===== config.mk =====
export PLATFORM = sky130hd
export DESIGN_NAME = mmio_console_fifo
export DESIGN_NICKNAME = d
export VERILOG_FILES = /design/src/rtl/mmio_console_fifo_pkg.sv /design/src/rtl/mmio_console_fifo_sync_fifo.sv /design/src/rtl/mmio_console_fifo.sv
export SDC_FILE = /design/constraint.sdc
export NUM_CORES = 1
export LEC_CHECK = 0
export BUFFER_PORTS_ARGS = -buffer_cell sky130_fd_sc_hd__clkbuf_2
export CELL_PAD_IN_SITES_DETAIL_PLACEMENT = 2
export CELL_PAD_IN_SITES_GLOBAL_PLACEMENT = 2
export CORE_MARGIN = 4
export CORE_UTILIZATION = 35
export DETAILED_ROUTE_END_ITERATION = 7
export HOLD_SLACK_MARGIN = 0.12
export PLACE_DENSITY_LB_ADDON = 0.12
export SLEW_MARGIN = 5
export SYNTH_ARGS = -nofsm -noshare
export SYNTH_HDL_FRONTEND = slang
export SYNTH_SLANG_ARGS = --single-unit

===== constraint.sdc =====
create_clock -name CLK -period 3.3 [get_ports CLK]
set_clock_uncertainty 0.15 [all_clocks]
set_input_delay 0.495 -clock CLK [delete_from_list [all_inputs] [get_ports CLK]]
set_output_delay 0.495 -clock CLK [all_outputs]
set_load 0.03 [all_outputs]

===== src/rtl/mmio_console_fifo_pkg.sv =====
// Shared console definitions: bus widths, register window, register offsets and bit positions.
// Test programs and the outer bus decoder use these same values.
package mmio_console_fifo_pkg;

   localparam int unsigned ADDR_W = 26;
   localparam int unsigned DATA_W = 32;

   localparam logic [ADDR_W-1:0] CONSOLE_BASE_ADDR = 26'h3FFFFFC;

   localparam logic [1:0] OFF_TXDATA   = 2'd0;
   localparam logic [1:0] OFF_STATUS   = 2'd1;
   localparam logic [1:0] OFF_CTRL     = 2'd2;
   localparam logic [1:0] OFF_RESERVED = 2'd3;

   localparam int unsigned STATUS_EMPTY_BIT = 0;
   localparam int unsigned STATUS_FULL_BIT  = 1;
   localparam int unsigned STATUS_OVF_BIT   = 2;
   localparam int unsigned STATUS_COUNT_LSB = 8;

   localparam int unsigned CTRL_CLR_FIFO_BIT = 0;
   localparam int unsigned CTRL_CLR_OVF_BIT  = 1;

endpackage


===== src/rtl/mmio_console_fifo_sync_fifo.sv =====
// Show-ahead synchronous FIFO with clear; push while full is accepted only alongside a pop.
module mmio_console_fifo_sync_fifo #(
   parameter int unsigned WIDTH      = 8,
   parameter int unsigned DEPTH      = 16,
   parameter int unsigned DEPTH_LOG2 = 4
) (
   input  logic                  clk,
   input  logic                  rst,
   input  logic                  push,
   input  logic                  pop,
   input  logic                  clear,
   input  logic [WIDTH-1:0]      wdata,
   output logic [WIDTH-1:0]      rdata,
   output logic                  full,
   output logic                  empty,
   output logic [DEPTH_LOG2:0]   count
);

   logic [WIDTH-1:0]      mem [DEPTH];
   logic [DEPTH_LOG2-1:0] rd_ptr;
   logic [DEPTH_LOG2-1:0] wr_ptr;
   logic                  do_push;
   logic                  do_pop;

   assign full  = (count == (DEPTH_LOG2 + 1)'(DEPTH));
   assign empty = (count == '0);
   assign rdata = empty ? '0 : mem[rd_ptr];

   // Clear wins over a same-cycle pop; a full FIFO takes a push only if the head leaves.
   assign do_pop  = pop & ~empty & ~clear;
   assign do_push = push & ~clear & (~full | do_pop);

   always_ff @(posedge clk) begin
      if (do_push) mem[wr_ptr] <= wdata;
   end

   always_ff @(posedge clk) begin
      if (rst || clear) begin
         rd_ptr <= '0;
         wr_ptr <= '0;
         count  <= '0;
      end else begin
         if (do_push) wr_ptr <= wr_ptr + 1'b1;
         if (do_pop)  rd_ptr <= rd_ptr + 1'b1;
         case ({do_push, do_pop})
            2'b10:   count <= count + 1'b1;
            2'b01:   count <= count - 1'b1;
            default: count <= count;
         endcase
      end
   end

endmodule


===== src/rtl/mmio_console_fifo.sv =====
// Memory-mapped console: 4-word register window feeding a character FIFO drained over valid/ready.
module mmio_console_fifo
   import mmio_console_fifo_pkg::*;
#(
   parameter logic [ADDR_W-1:0] BASE_ADDR  = CONSOLE_BASE_ADDR,
   parameter int unsigned       DEPTH      = 16,
   parameter int unsigned       DEPTH_LOG2 = 4,
   parameter int unsigned       CHAR_WIDTH = 8
) (
   input  logic                  CLK,
   input  logic                  RST,
   input  logic [ADDR_W-1:0]     ADDR,
   input  logic [DATA_W-1:0]     WDATA,
   input  logic                  READ,
   input  logic                  WRITE,
   output logic [DATA_W-1:0]     RDATA,
   output logic                  HIT,
   output logic [CHAR_WIDTH-1:0] TX_DATA,
   output logic                  TX_VALID,
   input  logic                  TX_READY
);

   logic [ADDR_W-1:0]   offset_full;
   logic [1:0]          offset;
   logic                rd_en;
   logic                wr_en;
   logic                push;
   logic                pop;
   logic                clear_fifo;
   logic                clear_ovf;
   logic                full;
   logic                empty;
   logic [DEPTH_LOG2:0] count;
   logic [7:0]          count8;
   logic                ovf;

   assign offset_full = ADDR - BASE_ADDR;
   assign offset      = offset_full[1:0];
   assign HIT         = (ADDR >= BASE_ADDR) && (offset_full < ADDR_W'(4));

   assign rd_en = HIT & READ & ~WRITE;
   assign wr_en = HIT & WRITE & ~READ;

   assign push       = wr_en && (offset == OFF_TXDATA);
   assign pop        = TX_VALID & TX_READY;
   assign clear_fifo = wr_en && (offset == OFF_CTRL) && WDATA[CTRL_CLR_FIFO_BIT];
   assign clear_ovf  = wr_en && (offset == OFF_CTRL) && WDATA[CTRL_CLR_OVF_BIT];

   assign TX_VALID = ~empty;
   assign count8   = 8'(count);

   always_comb begin
      RDATA = '0;
      if (rd_en && (offset == OFF_STATUS)) begin
         RDATA[STATUS_COUNT_LSB +: 8] = count8;
         RDATA[STATUS_OVF_BIT]        = ovf;
         RDATA[STATUS_FULL_BIT]       = full;
         RDATA[STATUS_EMPTY_BIT]      = empty;
      end
   end

   // Sticky until cleared through CTRL; a later dropped push sets it again.
   always_ff @(posedge CLK) begin
      if (RST)                            ovf <= 1'b0;
      else if (clear_ovf)                 ovf <= 1'b0;
      else if (push && full && !pop)      ovf <= 1'b1;
   end

   mmio_console_fifo_sync_fifo #(
      .WIDTH      (CHAR_WIDTH),
      .DEPTH      (DEPTH),
      .DEPTH_LOG2 (DEPTH_LOG2)
   ) u_fifo (
      .clk   (CLK),
      .rst   (RST),
      .push  (push),
      .pop   (pop),
      .clear (clear_fifo),
      .wdata (WDATA[CHAR_WIDTH-1:0]),
      .rdata (TX_DATA),
      .full  (full),
      .empty (empty),
      .count (count)
   );

endmodule


==> metrics.txt <==
Layout area overhead=17.32%; simple-gate share of the synthesized area=7.576%; H-tree depth reported by CTS=4; Worst Setup End Kind=output port; Post-CTS Setup Repair Bufs=0; drc violations=0; Max Fanout on Critical Path=8; core region area=roughly 17000 µm²; CP startpoint kind=flip-flop; layout cells sized above 1=between 30 and 40%; largest net degree at the start of global routing=33; HP Class=in -> reg; Clock Power Share=approximately 46%; FF-to-FF setup slack=around 410 ps; fin nets=just over 500; post-detail-place hpwl=a little under 10 mm; worst skew pair latency=~420 ps; Finished Core Util=a little over two fifths; register area=between 4000 and 5000 µm²; Adder-Cell Fraction of Synth Area=approximately 1.6%; Worst Reg-to-Reg Cells=12; register area share after synthesis=a little under 70%; #FFs+latches synth=approximately 150; Die H=~140 µm; largest family of logic cells by synthesized area=multiplexers; worst r2r dst=u_fifo.count[4]; CP Data Required Time=2650 ps; PortBufs=56; post-synthesis mux area share=roughly 14%; switch share=a little under a quarter; antenna diode count=0; most frequent cells in the layout=128 x edfxtp_1, 56 x clkbuf_2, 32 x mux4_2; Logic pwr share=around 2.4%; XOR/XNOR Fraction of Synth Area=between 1 and 1.5%; commonest non-fill, non-tap cell in the layout=edfxtp_1; hold slack=roughly 240 ps; worst slew pin tran=~560 ps; antenna-violating nets left=0; all-layer global routing usage=between 15 and 20%; Initial Util=a little over a third; detailed-route wire length=14.53 mm; starting DRC count in detailed routing=149; max_cap viols=0; kind of critical path=reg -> out; Synth Area in Compound Gates=3.014%; Syn Inst Count=364; Critical Path Start=u_fifo.count[3]; die outline width=about 140 µm; die area=around 20000 µm²; vias in the first global route=~3800; Psw=0.0008737 W; total CTS buffers=17; clock tree buffer depth=2; minimum clock period=a little under 3000 ps; worst hold start=ADDR[1]; initial antenna violation count=0; RD Place Congestion=between 0.7 and 0.8; Sink Count=146; critical path endpoint=TX_DATA[1]; fmax=338.6 MHz; count of final setup violators=0; relative slew slack=around 63%; Vias=3353; Period Utilization, post-route=approximately 89%; Post-Syn Area per Cell=around 17 µm²; num ports=~110; post-synth cell types=39; RSZ-0062 raised after global routing=false; max-slew violation count=0; CTS tree=done; area taken by multi-input logic gates=1846 µm²; VDD IR max=roughly 0.00035 V; # rows=48; Power Dens Cells=~530 nW/µm²; cell area after synthesis=~6200 µm²; GRT overflow=0; clk slew on worst S/H paths=~60 ps; via/cell ratio=roughly 5; setup TNS=0 ps; Critical R2R Launch=u_fifo.count[2]; clock root cell=clkbuf_16; TritonRoute pass-1 iters=5; yosys warns=0; wire per inst=roughly 22 µm; filler cell count=between 1500 and 2000; Internal=about 0.003 W; part of the power in registers=about half; worst path arrival time=~2300 ps; leak pwr=2.471 nW; status=complete, no violations; global-route wire length before repair=roughly 23 mm; final count of hold timing violations=0
-- metrics by stage --
stage	std cells	cell area (µm²)	total power, W	setup slack (ps)
final	673	7305	0.003881	347.0
after global routing	673	7305	0.004020	155.2
after CTS	673	7305	0.003923	296.9
after detailed placement	640	6745	0.002139	117.1
after global placement	640	6745	0.002134	175.6
after floorplan	387	6312	0.002110	477.4
-- routing by layer --
layer	part of all wire, %	vias to the layer above	routed length, µm	track usage, %
met3	3.3	10	484	3.674
li1	-	1523	-	-
met5	0	-	0	0
met4	0.88	0	128	3.939
met1	42	1766	6037	18.87
met2	54	54	7879	27.19
-- synthesized netlist by cell type --
cell / count / area share (%)
o21ai_0: 7 / 0.56
xnor2_1: 3 / 0.42
dfxtp_1: 18 / 5.8
a41oi_1: 1 / 0.14
inv_1: 8 / 0.48
nor4_4: 3 / 1.0
and2_1: 18 / 1.8
conb_1: 1 / 0.060
buf_4: 26 / 3.1
buf_2: 8 / 0.64
xor2_1: 5 / 0.70
nor3_2: 1 / 0.16
ha_1: 8 / 1.6
nand4_2: 2 / 0.40
mux4_2: 32 / 12
nand2_1: 5 / 0.30
a21oi_1: 7 / 0.56
o31ai_1: 1 / 0.12
mux2i_1: 18 / 2.9
o22ai_1: 8 / 0.80
a221oi_1: 1 / 0.14
or3_1: 4 / 0.40
nand2b_1: 2 / 0.20
nor2_1: 11 / 0.66
nand3b_1: 1 / 0.12
and3_1: 3 / 0.30
nor4_1: 4 / 0.40
nand4_1: 5 / 0.50
nor3_1: 4 / 0.32
nand3_1: 5 / 0.40
a31o_2: 1 / 0.14
and3b_1: 1 / 0.14
edfxtp_1: 128 / 62
nor3b_1: 1 / 0.12
a2111oi_2: 1 / 0.24
a31oi_1: 3 / 0.30
clkbuf_1: 5 / 0.30
buf_1: 1 / 0.060
nor2b_1: 3 / 0.30
-- sequential cells by signal, indices dropped and copies added (netlist names), named ones only --
register and count:
ovf 1, u_fifo.mem 128, u_fifo.rd_ptr 4, u_fifo.wr_ptr 4
u_fifo.count 5
-- worst min path at each step --
stage                             endpoint  cells after the start
after global routing                   ovf                      2
after detailed placement  u_fifo.rd_ptr[3]                      2
after CTS                              ovf                      2
after floorplan                        ovf                      2
after global placement    u_fifo.rd_ptr[3]                      2
final                                  ovf                      2
-- power groups by stage --
stage | registers [W] | logic, W | clock network, W
global placement | 0.00204 | 0.0000898 | 0
finish | 0.00200 | 0.0000947 | 0.00178
global route | 0.00200 | 0.000103 | 0.00191
floorplan | 0.00205 | 0.0000649 | 0
detailed placement | 0.00204 | 0.0000943 | 0
CTS | 0.00200 | 0.0000954 | 0.00182
-- worst max-delay path, stage by stage, from the launching register on --
cell and delay, ps:
dfxtp_1 380, nor4_4 390, nand2b_1 130, buf_4 180, nand2b_1 340, o22ai_1 220
clkbuf_2 230
-- area by class of cell --
type / instances / area share, %
Multi-Input combinational cell: 193 / 25.27
Tap cell: 225 / 3.854
Sequential cell: 146 / 57.57
Clock buffer: 17 / 5.824
Clock inverter: 15 / 1.696
Inverter: 8 / 0.4111
Timing Repair Buffer: 69 / 5.379
-- kinds of logic after synthesis --
kind of cell,count (synthesis)
other,1
buffers and inverters,48
DFF,146
muxes,50
adders and majority gates,8
AOI/OAI and AO/OA,30
and+or+nand+nor,73
xor gates and xnor gates,8
-- timing repair --
item | in CTS | in global routing
hold endpoints to repair | 1 | 0
setup endpoints to repair | 0 | 0
hold buffers | 1 | 0
gates resized for setup | 0 | 0
(Power assumes the default switching activity.)
